**src/rtl/multicycle_ctrl_if.sv**
```systemverilog
`default_nettype none
// +----------------------------------------------------------------------------+
// | multicycle_ctrl_if                                                         |
// | Decode inputs, memory handshake and datapath controls of multicycle_ctrl.  |
// | Revision: 1.0                                                              |
// +----------------------------------------------------------------------------+
interface multicycle_ctrl_if;
  logic [5:0] Opcode;
  logic [5:0] Function_opcode;
  logic       Zero;
  logic       mem_ack;
  logic       mem_req;
  logic       mem_we;
  logic       IR_write;
  logic       PC_write;
  logic [1:0] pc_src;
  logic [1:0] ALUOp;
  logic       ALUSrc;
  logic       I_format;
  logic       Sftmd;
  logic       Jal;
  logic       RegDST;
  logic       MemtoReg;
  logic       RegWrite;
  logic       retire;
  logic       illegal_insn;
  logic [2:0] state_o;

  modport master (
    input  Opcode, Function_opcode, Zero, mem_ack,
    output mem_req, mem_we, IR_write, PC_write, pc_src, ALUOp, ALUSrc,
           I_format, Sftmd, Jal, RegDST, MemtoReg, RegWrite, retire,
           illegal_insn, state_o
  );

  modport slave (
    output Opcode, Function_opcode, Zero, mem_ack,
    input  mem_req, mem_we, IR_write, PC_write, pc_src, ALUOp, ALUSrc,
           I_format, Sftmd, Jal, RegDST, MemtoReg, RegWrite, retire,
           illegal_insn, state_o
  );
endinterface
`default_nettype wire

```
**src/rtl/multicycle_ctrl.sv**
```systemverilog
`default_nettype none
// +----------------------------------------------------------------------------+
// | multicycle_ctrl                                                            |
// | FETCH/DECODE/EXEC/MEM/WB sequencer for the multi-cycle MIPS core.          |
// | Option macro: CTRL_ILLEGAL_TRAP_EN (illegal opcode -> sticky TRAP state).  |
// | Revision: 1.0                                                              |
// +----------------------------------------------------------------------------+
module multicycle_ctrl (
  input  logic               clock,
  input  logic               reset,
  multicycle_ctrl_if.master  bus
);

  typedef enum logic [2:0] {
    ST_IDLE   = 3'd0,
    ST_FETCH  = 3'd1,
    ST_DECODE = 3'd2,
    ST_EXEC   = 3'd3,
    ST_MEM    = 3'd4,
    ST_WB     = 3'd5,
    ST_TRAP   = 3'd6
  } state_t;

  localparam logic [5:0] c_OP_R   = 6'b000000;
  localparam logic [5:0] c_OP_J   = 6'b000010;
  localparam logic [5:0] c_OP_JAL = 6'b000011;
  localparam logic [5:0] c_OP_BEQ = 6'b000100;
  localparam logic [5:0] c_OP_BNE = 6'b000101;
  localparam logic [5:0] c_OP_LW  = 6'b100011;
  localparam logic [5:0] c_OP_SW  = 6'b101011;
  localparam logic [5:0] c_FN_JR  = 6'b001000;

  state_t r_state;
  state_t w_next_state;

  logic w_is_r, w_is_jr, w_is_j, w_is_jal, w_is_beq, w_is_bne;
  logic w_is_ifmt, w_is_lw, w_is_sw, w_legal, w_alu_phase;

  logic       w_mem_req, w_mem_we, w_ir_write, w_pc_write;
  logic [1:0] w_pc_src, w_aluop;
  logic       w_alusrc, w_ifmt, w_sftmd, w_jal, w_regdst, w_memtoreg;
  logic       w_regwrite, w_retire;

  // The IR is stable from DECODE onward, so the decode can stay combinational.
  assign w_is_r    = (bus.Opcode == c_OP_R);
  assign w_is_jr   = w_is_r && (bus.Function_opcode == c_FN_JR);
  assign w_is_j    = (bus.Opcode == c_OP_J);
  assign w_is_jal  = (bus.Opcode == c_OP_JAL);
  assign w_is_beq  = (bus.Opcode == c_OP_BEQ);
  assign w_is_bne  = (bus.Opcode == c_OP_BNE);
  assign w_is_ifmt = (bus.Opcode[5:3] == 3'b001);
  assign w_is_lw   = (bus.Opcode == c_OP_LW);
  assign w_is_sw   = (bus.Opcode == c_OP_SW);
  assign w_legal   = w_is_r || w_is_j || w_is_jal || w_is_beq || w_is_bne ||
                     w_is_ifmt || w_is_lw || w_is_sw;

  assign w_alu_phase = (r_state == ST_EXEC) || (r_state == ST_MEM) || (r_state == ST_WB);

  always_ff @(posedge clock or posedge reset) begin
    if (reset) begin
      r_state <= ST_IDLE;
    end else begin
      r_state <= w_next_state;
    end
  end

  always_comb begin
    w_next_state = r_state;
    w_mem_req    = 1'b0;
    w_mem_we     = 1'b0;
    w_ir_write   = 1'b0;
    w_pc_write   = 1'b0;
    w_pc_src     = 2'b00;
    w_aluop      = 2'b00;
    w_alusrc     = 1'b0;
    w_ifmt       = 1'b0;
    w_sftmd      = 1'b0;
    w_jal        = 1'b0;
    w_regdst     = 1'b0;
    w_memtoreg   = 1'b0;
    w_regwrite   = 1'b0;
    w_retire     = 1'b0;

    if (w_alu_phase) begin
      w_aluop  = {w_is_r || w_is_ifmt, w_is_beq || w_is_bne};
      w_alusrc = w_is_ifmt || w_is_lw || w_is_sw;
      w_ifmt   = w_is_ifmt;
      w_sftmd  = w_is_r && (bus.Function_opcode[5:3] == 3'b000);
    end

    case (r_state)
      ST_IDLE: begin
        w_next_state = ST_FETCH;
      end
      ST_FETCH: begin
        w_mem_req = 1'b1;
        if (bus.mem_ack) begin
          w_ir_write   = 1'b1;
          w_pc_write   = 1'b1;
          w_next_state = ST_DECODE;
        end
      end
      ST_DECODE: begin
        if (w_is_j || w_is_jal) begin
          w_pc_write   = 1'b1;
          w_pc_src     = 2'b10;
          w_jal        = w_is_jal;
          w_regwrite   = w_is_jal;
          w_retire     = 1'b1;
          w_next_state = ST_FETCH;
        end else if (!w_legal) begin
`ifdef CTRL_ILLEGAL_TRAP_EN
          w_next_state = ST_TRAP;
`else
          w_retire     = 1'b1;
          w_next_state = ST_FETCH;
`endif
        end else begin
          w_next_state = ST_EXEC;
        end
      end
      ST_EXEC: begin
        if (w_is_beq || w_is_bne) begin
          w_pc_write   = w_is_beq ? bus.Zero : ~bus.Zero;
          w_pc_src     = 2'b01;
          w_retire     = 1'b1;
          w_next_state = ST_FETCH;
        end else if (w_is_jr) begin
          w_pc_write   = 1'b1;
          w_pc_src     = 2'b11;
          w_retire     = 1'b1;
          w_next_state = ST_FETCH;
        end else if (w_is_lw || w_is_sw) begin
          w_next_state = ST_MEM;
        end else begin
          w_next_state = ST_WB;
        end
      end
      ST_MEM: begin
        w_mem_req = 1'b1;
        w_mem_we  = w_is_sw;
        if (bus.mem_ack) begin
          w_retire     = w_is_sw;
          w_next_state = w_is_sw ? ST_FETCH : ST_WB;
        end
      end
      ST_WB: begin
        w_regwrite   = 1'b1;
        w_regdst     = w_is_r;
        w_memtoreg   = w_is_lw;
        w_retire     = 1'b1;
        w_next_state = ST_FETCH;
      end
      ST_TRAP: begin
`ifdef CTRL_ILLEGAL_TRAP_EN
        w_next_state = ST_TRAP;
`else
        w_next_state = ST_IDLE;
`endif
      end
      default: begin
        w_next_state = ST_IDLE;
      end
    endcase
  end

  assign bus.mem_req  = w_mem_req;
  assign bus.mem_we   = w_mem_we;
  assign bus.IR_write = w_ir_write;
  assign bus.PC_write = w_pc_write;
  assign bus.pc_src   = w_pc_src;
  assign bus.ALUOp    = w_aluop;
  assign bus.ALUSrc   = w_alusrc;
  assign bus.I_format = w_ifmt;
  assign bus.Sftmd    = w_sftmd;
  assign bus.Jal      = w_jal;
  assign bus.RegDST   = w_regdst;
  assign bus.MemtoReg = w_memtoreg;
  assign bus.RegWrite = w_regwrite;
  assign bus.retire   = w_retire;
  assign bus.state_o  = r_state;

`ifdef CTRL_ILLEGAL_TRAP_EN
  // TRAP only exits through reset, so the state itself is the sticky flag.
  assign bus.illegal_insn = (r_state == ST_TRAP);
`else
  assign bus.illegal_insn = 1'b0;
`endif

endmodule
`default_nettype wire

```
**src/flat_wrapper.sv**
```systemverilog
// flat-port wrapper written by rule: the top's interface ports become plain ports
module multicycle_ctrl_flat 
  (clock, reset, bus_Opcode, bus_Function_opcode, bus_Zero, bus_mem_ack, bus_mem_req, bus_mem_we, bus_IR_write, bus_PC_write, bus_pc_src, bus_ALUOp, bus_ALUSrc, bus_I_format, bus_Sftmd, bus_Jal, bus_RegDST, bus_MemtoReg, bus_RegWrite, bus_retire, bus_illegal_insn, bus_state_o);
  multicycle_ctrl_if bus_i ();
  input  logic clock;
  input  logic reset;
  input wire logic [$bits(bus_i.Opcode)-1:0] bus_Opcode;
  input wire logic [$bits(bus_i.Function_opcode)-1:0] bus_Function_opcode;
  input wire logic [$bits(bus_i.Zero)-1:0] bus_Zero;
  input wire logic [$bits(bus_i.mem_ack)-1:0] bus_mem_ack;
  output wire logic [$bits(bus_i.mem_req)-1:0] bus_mem_req;
  output wire logic [$bits(bus_i.mem_we)-1:0] bus_mem_we;
  output wire logic [$bits(bus_i.IR_write)-1:0] bus_IR_write;
  output wire logic [$bits(bus_i.PC_write)-1:0] bus_PC_write;
  output wire logic [$bits(bus_i.pc_src)-1:0] bus_pc_src;
  output wire logic [$bits(bus_i.ALUOp)-1:0] bus_ALUOp;
  output wire logic [$bits(bus_i.ALUSrc)-1:0] bus_ALUSrc;
  output wire logic [$bits(bus_i.I_format)-1:0] bus_I_format;
  output wire logic [$bits(bus_i.Sftmd)-1:0] bus_Sftmd;
  output wire logic [$bits(bus_i.Jal)-1:0] bus_Jal;
  output wire logic [$bits(bus_i.RegDST)-1:0] bus_RegDST;
  output wire logic [$bits(bus_i.MemtoReg)-1:0] bus_MemtoReg;
  output wire logic [$bits(bus_i.RegWrite)-1:0] bus_RegWrite;
  output wire logic [$bits(bus_i.retire)-1:0] bus_retire;
  output wire logic [$bits(bus_i.illegal_insn)-1:0] bus_illegal_insn;
  output wire logic [$bits(bus_i.state_o)-1:0] bus_state_o;
  assign bus_i.Opcode = bus_Opcode;
  assign bus_i.Function_opcode = bus_Function_opcode;
  assign bus_i.Zero = bus_Zero;
  assign bus_i.mem_ack = bus_mem_ack;
  assign bus_mem_req = bus_i.mem_req;
  assign bus_mem_we = bus_i.mem_we;
  assign bus_IR_write = bus_i.IR_write;
  assign bus_PC_write = bus_i.PC_write;
  assign bus_pc_src = bus_i.pc_src;
  assign bus_ALUOp = bus_i.ALUOp;
  assign bus_ALUSrc = bus_i.ALUSrc;
  assign bus_I_format = bus_i.I_format;
  assign bus_Sftmd = bus_i.Sftmd;
  assign bus_Jal = bus_i.Jal;
  assign bus_RegDST = bus_i.RegDST;
  assign bus_MemtoReg = bus_i.MemtoReg;
  assign bus_RegWrite = bus_i.RegWrite;
  assign bus_retire = bus_i.retire;
  assign bus_illegal_insn = bus_i.illegal_insn;
  assign bus_state_o = bus_i.state_o;
  multicycle_ctrl u_core (.clock(clock), .reset(reset), .bus(bus_i));
endmodule
```
**config.mk**
```make
export PLATFORM = sky130hd
export DESIGN_NAME = multicycle_ctrl_flat
export DESIGN_NICKNAME = d
export VERILOG_FILES = /design/src/rtl/multicycle_ctrl_if.sv /design/src/rtl/multicycle_ctrl.sv /design/src/flat_wrapper.sv
export SDC_FILE = /design/constraint.sdc
export NUM_CORES = 1
export LEC_CHECK = 0
export ABC_AREA = 1
export BUFFER_PORTS_ARGS = -buffer_cell sky130_fd_sc_hd__buf_2
export CORE_UTILIZATION = 38
export DETAILED_ROUTE_END_ITERATION = 16
export GPL_TIMING_DRIVEN = 0
export PLACE_DENSITY = 0.8
export SLEW_MARGIN = 30
export SYNTH_ARGS = -nofsm -noshare
export SYNTH_HDL_FRONTEND = slang
export SYNTH_SLANG_ARGS = --single-unit
```
**constraint.sdc**
```tcl
create_clock -name clock -period 1 [get_ports clock]
set_input_delay 0 -clock clock [delete_from_list [all_inputs] [get_ports clock]]
set_output_delay 0 -clock clock [all_outputs]
set_load 0.05 [all_outputs]
```
==> results of run 1 <==
-- worst max-delay path: cells and delay by family (launching register included) --
family / cells / cell delay, ns
compound gates: 1 / 0.16
buf+inv: 2 / 0.27
flops: 1 / 0.43
simple gates: 3 / 0.46
-- per-layer routing --
layer	up-vias	routed length, um	GRT usage
met1	382	784	0.255
met2	44	1040	0.422
li1	407	-	-
met3	8	112	0.0130
met5	-	0	0
met4	0	74	0.0710
-- worst paths after layout --
| check | endpoint | cells past startpoint |
|---|---|---|
| min in group clock | u_core.bus.state_o[2]$_DFFE_PP0P_ | 4 |
| max in group asynchronous | u_core.bus.state_o[2]$_DFFE_PP0P_ | 3 |
| min | u_core.bus.state_o[0]$_DFFE_PP0P_ | 3 |
| max reg2reg | u_core.bus.state_o[1]$_DFFE_PP0P_ | 6 |
| min reg2reg | u_core.bus.state_o[0]$_DFFE_PP0P_ | 3 |
| max | bus_pc_src[1] | 6 |
-- report_power, final --
| group | switching (mW) | leakage (nW) | internal [mW] |
|---|---|---|---|
| Combinational | 1.32 | 0.516 | 0.658 |
| Sequential | 0.0965 | 0.0339 | 0.185 |
| Clock | 0.0582 | 0.0150 | 0.149 |
-- stage by stage --
step	worst slack (ns)	total power, mW	cells
2_1_floorplan	-0.615	1.48	108
3_3_place_gp	-0.442	1.75	157
3_5_place_dp	-0.426	1.77	157
4_1_cts	-0.505	2.31	164
5_1_grt	-0.620	2.59	165
6_report	-0.537	2.47	165
-- what timing repair did --
action | in CTS | in global routing
pin swaps | 8 | 6
setup endpoints to repair | 19 | 21
setup buffers | 2 | 1
gates resized for setup | 47 | 10
hold endpoints to repair | 3 | 0
hold buffers | 1 | 0
-- synthesized netlist by cell type (all sizes together) --
library cell and count:
a211oi 1, nand3 8, conb 1, nand4 1, xor2 1, a21boi 1
o21ai 4, buf 1, nand2 25, nor2 28, ha 2, a21oi 4
dfrtp 3, inv 26, nor4 1, or2 1
-- cells by family after synthesis --
| kind of cell | Yosys count | share of synthesized area |
|---|---|---|
| simple gates | 64 | 0.538 |
| buf+inv | 27 | 0.178 |
| compound gates | 10 | 0.0932 |
| flops | 3 | 0.127 |
| fa+ha+maj | 2 | 0.0424 |
| xor+xnor | 1 | 0.0148 |
| other cells | 1 | 0.00635 |
-- final cells by class --
| type | count | area (um2) |
|---|---|---|
| plain buffers | 1 | 7.51 |
| flip-flops and latches | 3 | 78.8 |
| well taps | 15 | 18.8 |
| clock buffers | 4 | 26.3 |
| inverters | 26 | 111 |
| multi-input cells | 78 | 598 |
| fillers | 83 | 199 |
| repair buffers | 38 | 327 |
==> impl_metrics.yaml, run 1 <==
synth:
  synth_area_um2: 591
  syn_area_per_cell_um2: 5.47
  synth.largest_area_cell: "nand2_1"
  ys_types: 23
  yosys.area.top_type_share: 0.140
  yosys_warnings: 0
  synthCells: 108
  synthTopCellsByArea: "nand2_1 (14%), inv_1 (13%), dfrtp_1 (13%)"
  syn_nets: 126
  seq_area_frac_synth: 0.127
  ys_ff_latch: 3
layout:
  areaGrowthSynthToFinish_pct: 97.7
  nets: 169
  final_common_cell: "nand2_1"
  drive_above_1_share: 0.627
  stdcell_area_mm2: 0.00117
  antenna_cells: 0
  final_util: 0.854
  final_cell_mix: "nand2_1 (18), buf_6 (17), buf_2 (16), inv_1 (14), nor2_4 (13)"
  largest_reg_flops: 3
critical_path:
  critical_path.startpoint: "u_core.bus.state_o[2]$_DFFE_PP0P_"
  arrival_ns: 1.54
  cp_slowest_cell: "dfrtp_2"
  r2r_slack_ns: -0.29
  required_ns: 1.00
  crit_chain: "nor2_2 -> nand2_1 -> nor2_2 -> inv_2 -> a21oi_4 -> buf_6"
  cpPeakStageDelay_ns: 0.43
  crit_fanout: 3
  crit_type: "reg2out"
  cp_common_cell: "nor2_2"
  worst_setup_path_end_kind: "output port"
  start_kind: "flip-flop"
  r2r-start: "u_core.bus.state_o[1]$_DFFE_PP0P_"
sta:
  hold_viol: 0
  rsz0062_at_grt: "true"
  fin_ws_ns: -0.537
  skew_ns: 0.00191
  setup_viol: 20
  finalCriticalPeriod_ns: 1.54
  whs_ns: 0.179
  post-route-period-util: 1.54
  maxSlewViolCount: 0
  final.setup.tns_ns: -7.60
  max_freq_ghz: 0.651
place:
  dp_hpwl_um: 1410
  routabilityCongestion: 0.823
  place_area_um2: 931
  io_buffers: 34
grt:
  grt_max_degree: 7
  antenna_found_initial: 0
  grt_pass1_vias: 736
  grt_pass1_wl_um: 3050
  grt_usage: 0.221
  overflow: 0
run_status:
  violations: "setup timing"
  status: "finished, violations left"
die:
  core_mm2: 0.00137
  fp.dieH_um: 41.4
  pin_count: 36
  num_rows: 13
  start_util: 0.432
  dieArea_mm2: 0.00172
  die-width_um: 41.4
clock_network:
  clk_path_buf_depth: 2
  tritoncts: "built"
  htree_levels: 1
  clk_pin_slew_worst_paths_ns: 0.04
  cts_sinks: 3
  cts_buffers: 3
  insertion_delay_ns: 0.23
  cts_root_buffer: "clkbuf_4"
drt:
  wl_um: 2010
  dr.pass1.iters: 4
  drc_errors: 0
  wl_per_cell_um: 12.2
  vias_per_cell: 5.10
  antenna_left: 0
  initialDrtViolationCount: 20
  vias: 841
pwr:
  power.density_mw_per_mm2: 2110
  max-vdd-ir-drop_v: 0.00193
  p_leak_nw: 0.565
run:
  maxCapViolCount: 0
hold_path:
  hold_class: "in2async"
Note: power is estimated with default switching activity, not from simulation.
==> inputs of run 2 (changes only) <==
Settings changed: ABC_AREA 1 to default, CORE_UTILIZATION 38 to 37, CTS_CLUSTER_SIZE from default to 16, PLACE_DENSITY 0.8 to 0.79.
==> run 2 against run 1 <==
Synthesized cell count shrank 28%. The flow now stops in global routing. Area after synthesis down 5.3%.
==> impl_metrics.yaml, run 2 <==
run_status:
  status: "did not finish"
  haltStage: "global routing"
  tool.error: "[ERROR DPL-0038] Utilization greater than 100%, impossible to legalize"
die:
  start_util: 0.414
  fp.dieH_um: 40.9
  die-width_um: 40.9
  pin_count: 36
  num_rows: 13
synth:
  synthCells: 78
  ys_types: 36
  synthTopCellsByArea: "dfrtp_1 (13%), nor3_1 (7.2%), nand2b_1 (5.6%)"
  yosys_warnings: 0
  seq_area_frac_synth: 0.134
  syn_nets: 96
  yosys.area.top_type_share: 0.134
  synth_area_um2: 559
  ys_ff_latch: 3
  ys_top_cells_by_count: "nor3_1 (8), nor2_1 (7), inv_1 (6)"
  synth_edf_count: 0
  async_flop_share: 1.00
  synth.largest_area_cell: "dfrtp_1"
  yosysMostFrequentCell: "nor3_1"
  ys.flop_type: "dfrtp_1"
  syn_area_per_cell_um2: 7.17
clock_network:
  cts_root_buffer: "clkbuf_4"
  cts_buffers: 3
  cts_sinks: 3
  clk_path_buf_depth: 2
  htree_levels: 1
place:
  io_buffers: 34
  dp_hpwl_um: 1400
  routabilityCongestion: 0.830
  place_inst: 127
sta:
  endpoint_type: "output port"
  grt-worst-endpoint: "bus_PC_write"
grt:
  grt_max_degree: 9
-- run 2: changes by cell type after synthesis, moves of 3 or more --
| cell | before | now |
|---|---|---|
| nand3b_1 | 0 | 3 |
| inv_2 | 5 | 0 |
| nor2b_1 | 0 | 3 |
| nand2b_1 | 0 | 5 |
| nor3_1 | 0 | 8 |
| nor2_1 | 20 | 7 |
| nor2_4 | 3 | 0 |
| inv_1 | 21 | 6 |
| nor2_2 | 5 | 0 |
| nand2_1 | 22 | 3 |
| nand3_1 | 6 | 1 |
| nand2_2 | 3 | 0 |
-- run 2: cell families after synthesis --
kind of cell             count (synthesis)  synth area share
adder cells (fa/ha/maj)                  2            0.0447
other                                    1           0.00670
flip-flops                               3             0.134
buffers and inverters                    9            0.0671
AND/OR/NAND/NOR                         43             0.481
AO/OA/AOI/OAI                           19             0.251
XOR/XNOR                                 1            0.0157
-- run 2: repair_timing --
item / CTS
pin swaps: 11
setup endpoints to repair: 19
hold buffers: 1
setup buffers: 14
gates resized for setup: 62
endpoints found under the hold margin: 3
-- run 2: stage by stage --
stage	area [um2]	setup TNS, ns	setup slack [ns]
after CTS	1310	-10.84	-0.780
after floorplan	739	-9.58	-0.788
after detailed placement	928	-9.41	-0.813
after global placement	928	-8.98	-0.771
==> inputs of run 3 (changes only) <==
Settings changed: CORE_AREA from default to 2 2 63 65, CORE_UTILIZATION 37 to default, CTS_CLUSTER_SIZE 16 to default, DIE_AREA from default to 0 0 65 67, PLACE_DENSITY 0.79 to default, PLACE_DENSITY_LB_ADDON from default to 0.15.
Clock period 1 ns to 1.3 ns, I/O delays scaled along.
==> run 3 against run 2 <==
The flow now finishes, with violations (setup timing). Area after synthesis unchanged. Synthesized cell count unchanged.
==> impl_metrics.yaml, run 3 <==
run_status:
  status: "finished, violations left"
  violations: "setup timing"
critical_path:
  worst_setup_path_end_kind: "output port"
  crit_type: "reg2out"
  arrival_ns: 1.71
  crit_fanout: 2
  required_ns: 1.30
  start_kind: "flip-flop"
synth:
  synth_edf_count: 0
  yosysMostFrequentCell: "nor3_1"
  synth_area_um2: 559
  ys_ff_latch: 3
  ys.flop_type: "dfrtp_1"
  yosys.area.top_type_share: 0.134
  synth.largest_area_cell: "dfrtp_1"
  ys_top_cells_by_count: "nor3_1 (8), nor2_1 (7), inv_1 (6)"
  ys_types: 36
  yosys_warnings: 0
  synthTopCellsByArea: "dfrtp_1 (13%), nor3_1 (7.2%), nand2b_1 (5.6%)"
  syn_nets: 96
  syn_area_per_cell_um2: 7.17
  synthCells: 78
  async_flop_share: 1.00
  seq_area_frac_synth: 0.134
clock_network:
  cts_sinks: 3
  insertion_delay_ns: 0.22
  htree_levels: 1
  cts_buffers: 3
  tritoncts: "built"
  clk_pin_slew_worst_paths_ns: 0.03
  clk_path_buf_depth: 2
  cts_root_buffer: "clkbuf_8"
sta:
  final.setup.tns_ns: -4.35
  finalCriticalPeriod_ns: 1.71
  skew_ns: 0.00153
  post-route-period-util: 1.31
  rsz0062_at_grt: "true"
  hold_viol: 0
  fin_ws_ns: -0.406
  max_freq_ghz: 0.586
  maxSlewViolCount: 0
  setup_viol: 19
grt:
  grt_max_degree: 9
  overflow: 0
  grt_pass1_wl_um: 3730
  antenna_found_initial: 0
  grt_pass1_vias: 810
  grt_usage: 0.110
drt:
  initialDrtViolationCount: 11
  vias: 816
  antenna_left: 0
  dr.pass1.iters: 3
  drc_errors: 0
  wl_um: 2340
  wl_per_cell_um: 12.7
  vias_per_cell: 4.43
pwr:
  p_sw_frac: 0.477
  p_seq_frac: 0.060
  p_total_mw: 2.89
  power_switching_mw: 1.38
  p_leak_nw: 0.618
  clockPowerShare: 0.093
  max-vdd-ir-drop_v: 0.00138
  power.density_mw_per_mm2: 1920
  intPower_mw: 1.51
  pwr-share-comb: 0.847
layout:
  antenna_cells: 0
  final_cell_mix: "buf_6 (19), buf_2 (18), buf_4 (11), buf_8 (6), inv_1 (5)"
  finalNonFillerCells: 184
  stdcell_area_mm2: 0.00151
  drive_above_1_share: 0.765
  final_common_cell: "buf_6"
  areaGrowthSynthToFinish_pct: 169
  nets: 155
  largest_reg_flops: 3
die:
  core_mm2: 0.00361
  num_rows: 22
  pin_count: 36
  fp.dieH_um: 67
  start_util: 0.155
  die-width_um: 65
  dieArea_mm2: 0.00436
place:
  place_inst: 160
  place_area_um2: 962
  dp_hpwl_um: 1650
  io_buffers: 34
  routabilityCongestion: 0.833
run:
  maxCapViolCount: 0
hold_path:
  hold_class: "in2reg"
-- run 3: cell counts after synthesis --
Identical to the previous run, type by type.
-- run 3: worst paths after layout --
kind / startpoint / to / slack (ns) / depth (start not counted)
setup / recovery: u_core.bus.state_o[2]$_DFFE_PP0P_ / bus_RegWrite / -0.41 / 5
hold / removal: bus_mem_ack / u_core.bus.state_o[0]$_DFFE_PP0P_ / 0.08 / 2
setup reg to reg: u_core.bus.state_o[1]$_DFFE_PP0P_ / u_core.bus.state_o[1]$_DFFE_PP0P_ / -0.14 / 7
hold reg to reg: u_core.bus.state_o[2]$_DFFE_PP0P_ / u_core.bus.state_o[1]$_DFFE_PP0P_ / 0.67 / 2
max in group asynchronous: reset / u_core.bus.state_o[2]$_DFFE_PP0P_ / 0.97 / 3
min in group asynchronous: reset / u_core.bus.state_o[0]$_DFFE_PP0P_ / 0.19 / 3
-- run 3: repair_timing --
| action | in CTS | in global routing |
|---|---|---|
| resized for setup | 57 | 23 |
| setup endpoints to repair | 17 | 19 |
| endpoints found under the hold margin | 3 | 0 |
| hold buffers | 1 | 0 |
| pin swaps | 9 | 11 |
| buffers inserted | 13 | 7 |
-- run 3: final cells by class --
type / instances / area (um2)
buffer: 2 / 32.5
clock buffer: 4 / 45.0
fill: 358 / 2100
inverter: 6 / 25.0
multi-input combinational: 66 / 764
sequential: 3 / 78.8
tap: 48 / 60.1
timing repair buffer: 55 / 499
-- run 3: logic make-up (layout without fill, tap and decap cells) --
kind of cell / after synthesis / after routing / share of synthesized area
buf+inv: 9 / 67 / 0.0671
simple gates: 43 / 43 / 0.481
xor+xnor: 1 / 1 / 0.0157
other cells: 1 / 1 / 0.00670
flops: 3 / 3 / 0.134
fa+ha+maj: 2 / 2 / 0.0447
compound gates: 19 / 19 / 0.251
-- run 3: critical path: stages (launching register included) --
cell and delay (ns):
dfrtp_2 0.39, or3b_4 0.42, nor4b_4 0.24, and2_4 0.18
nand2b_4 0.12, buf_8 0.14
-- run 3: power groups by stage --
stage | clock network [mW] | logic [mW] | registers, mW
3_3_place_gp | 0 | 1.30 | 0.213
3_5_place_dp | 0 | 1.31 | 0.219
4_1_cts | 0.273 | 2.06 | 0.168
6_report | 0.268 | 2.45 | 0.172
5_1_grt | 0.285 | 2.59 | 0.178
2_1_floorplan | 0 | 0.912 | 0.332
-- run 3: layer usage --
layer | share of wire | track usage
met5 | 0 | 0
met4 | 0.022 | 0.0479
met3 | 0.055 | 0.0118
met2 | 0.50 | 0.183
met1 | 0.42 | 0.142
-- run 3: per-stage QoR --
step	worst slack, ns	hold WS [ns]	utilization
finish	-0.406	0.0771	0.417
CTS	-0.475	0.0616	0.373
floorplan	-0.488	-0.246	-
global route	-0.471	0.0884	0.417
global placement	-0.519	-0.135	0.267
detailed placement	-0.524	-0.131	0.267
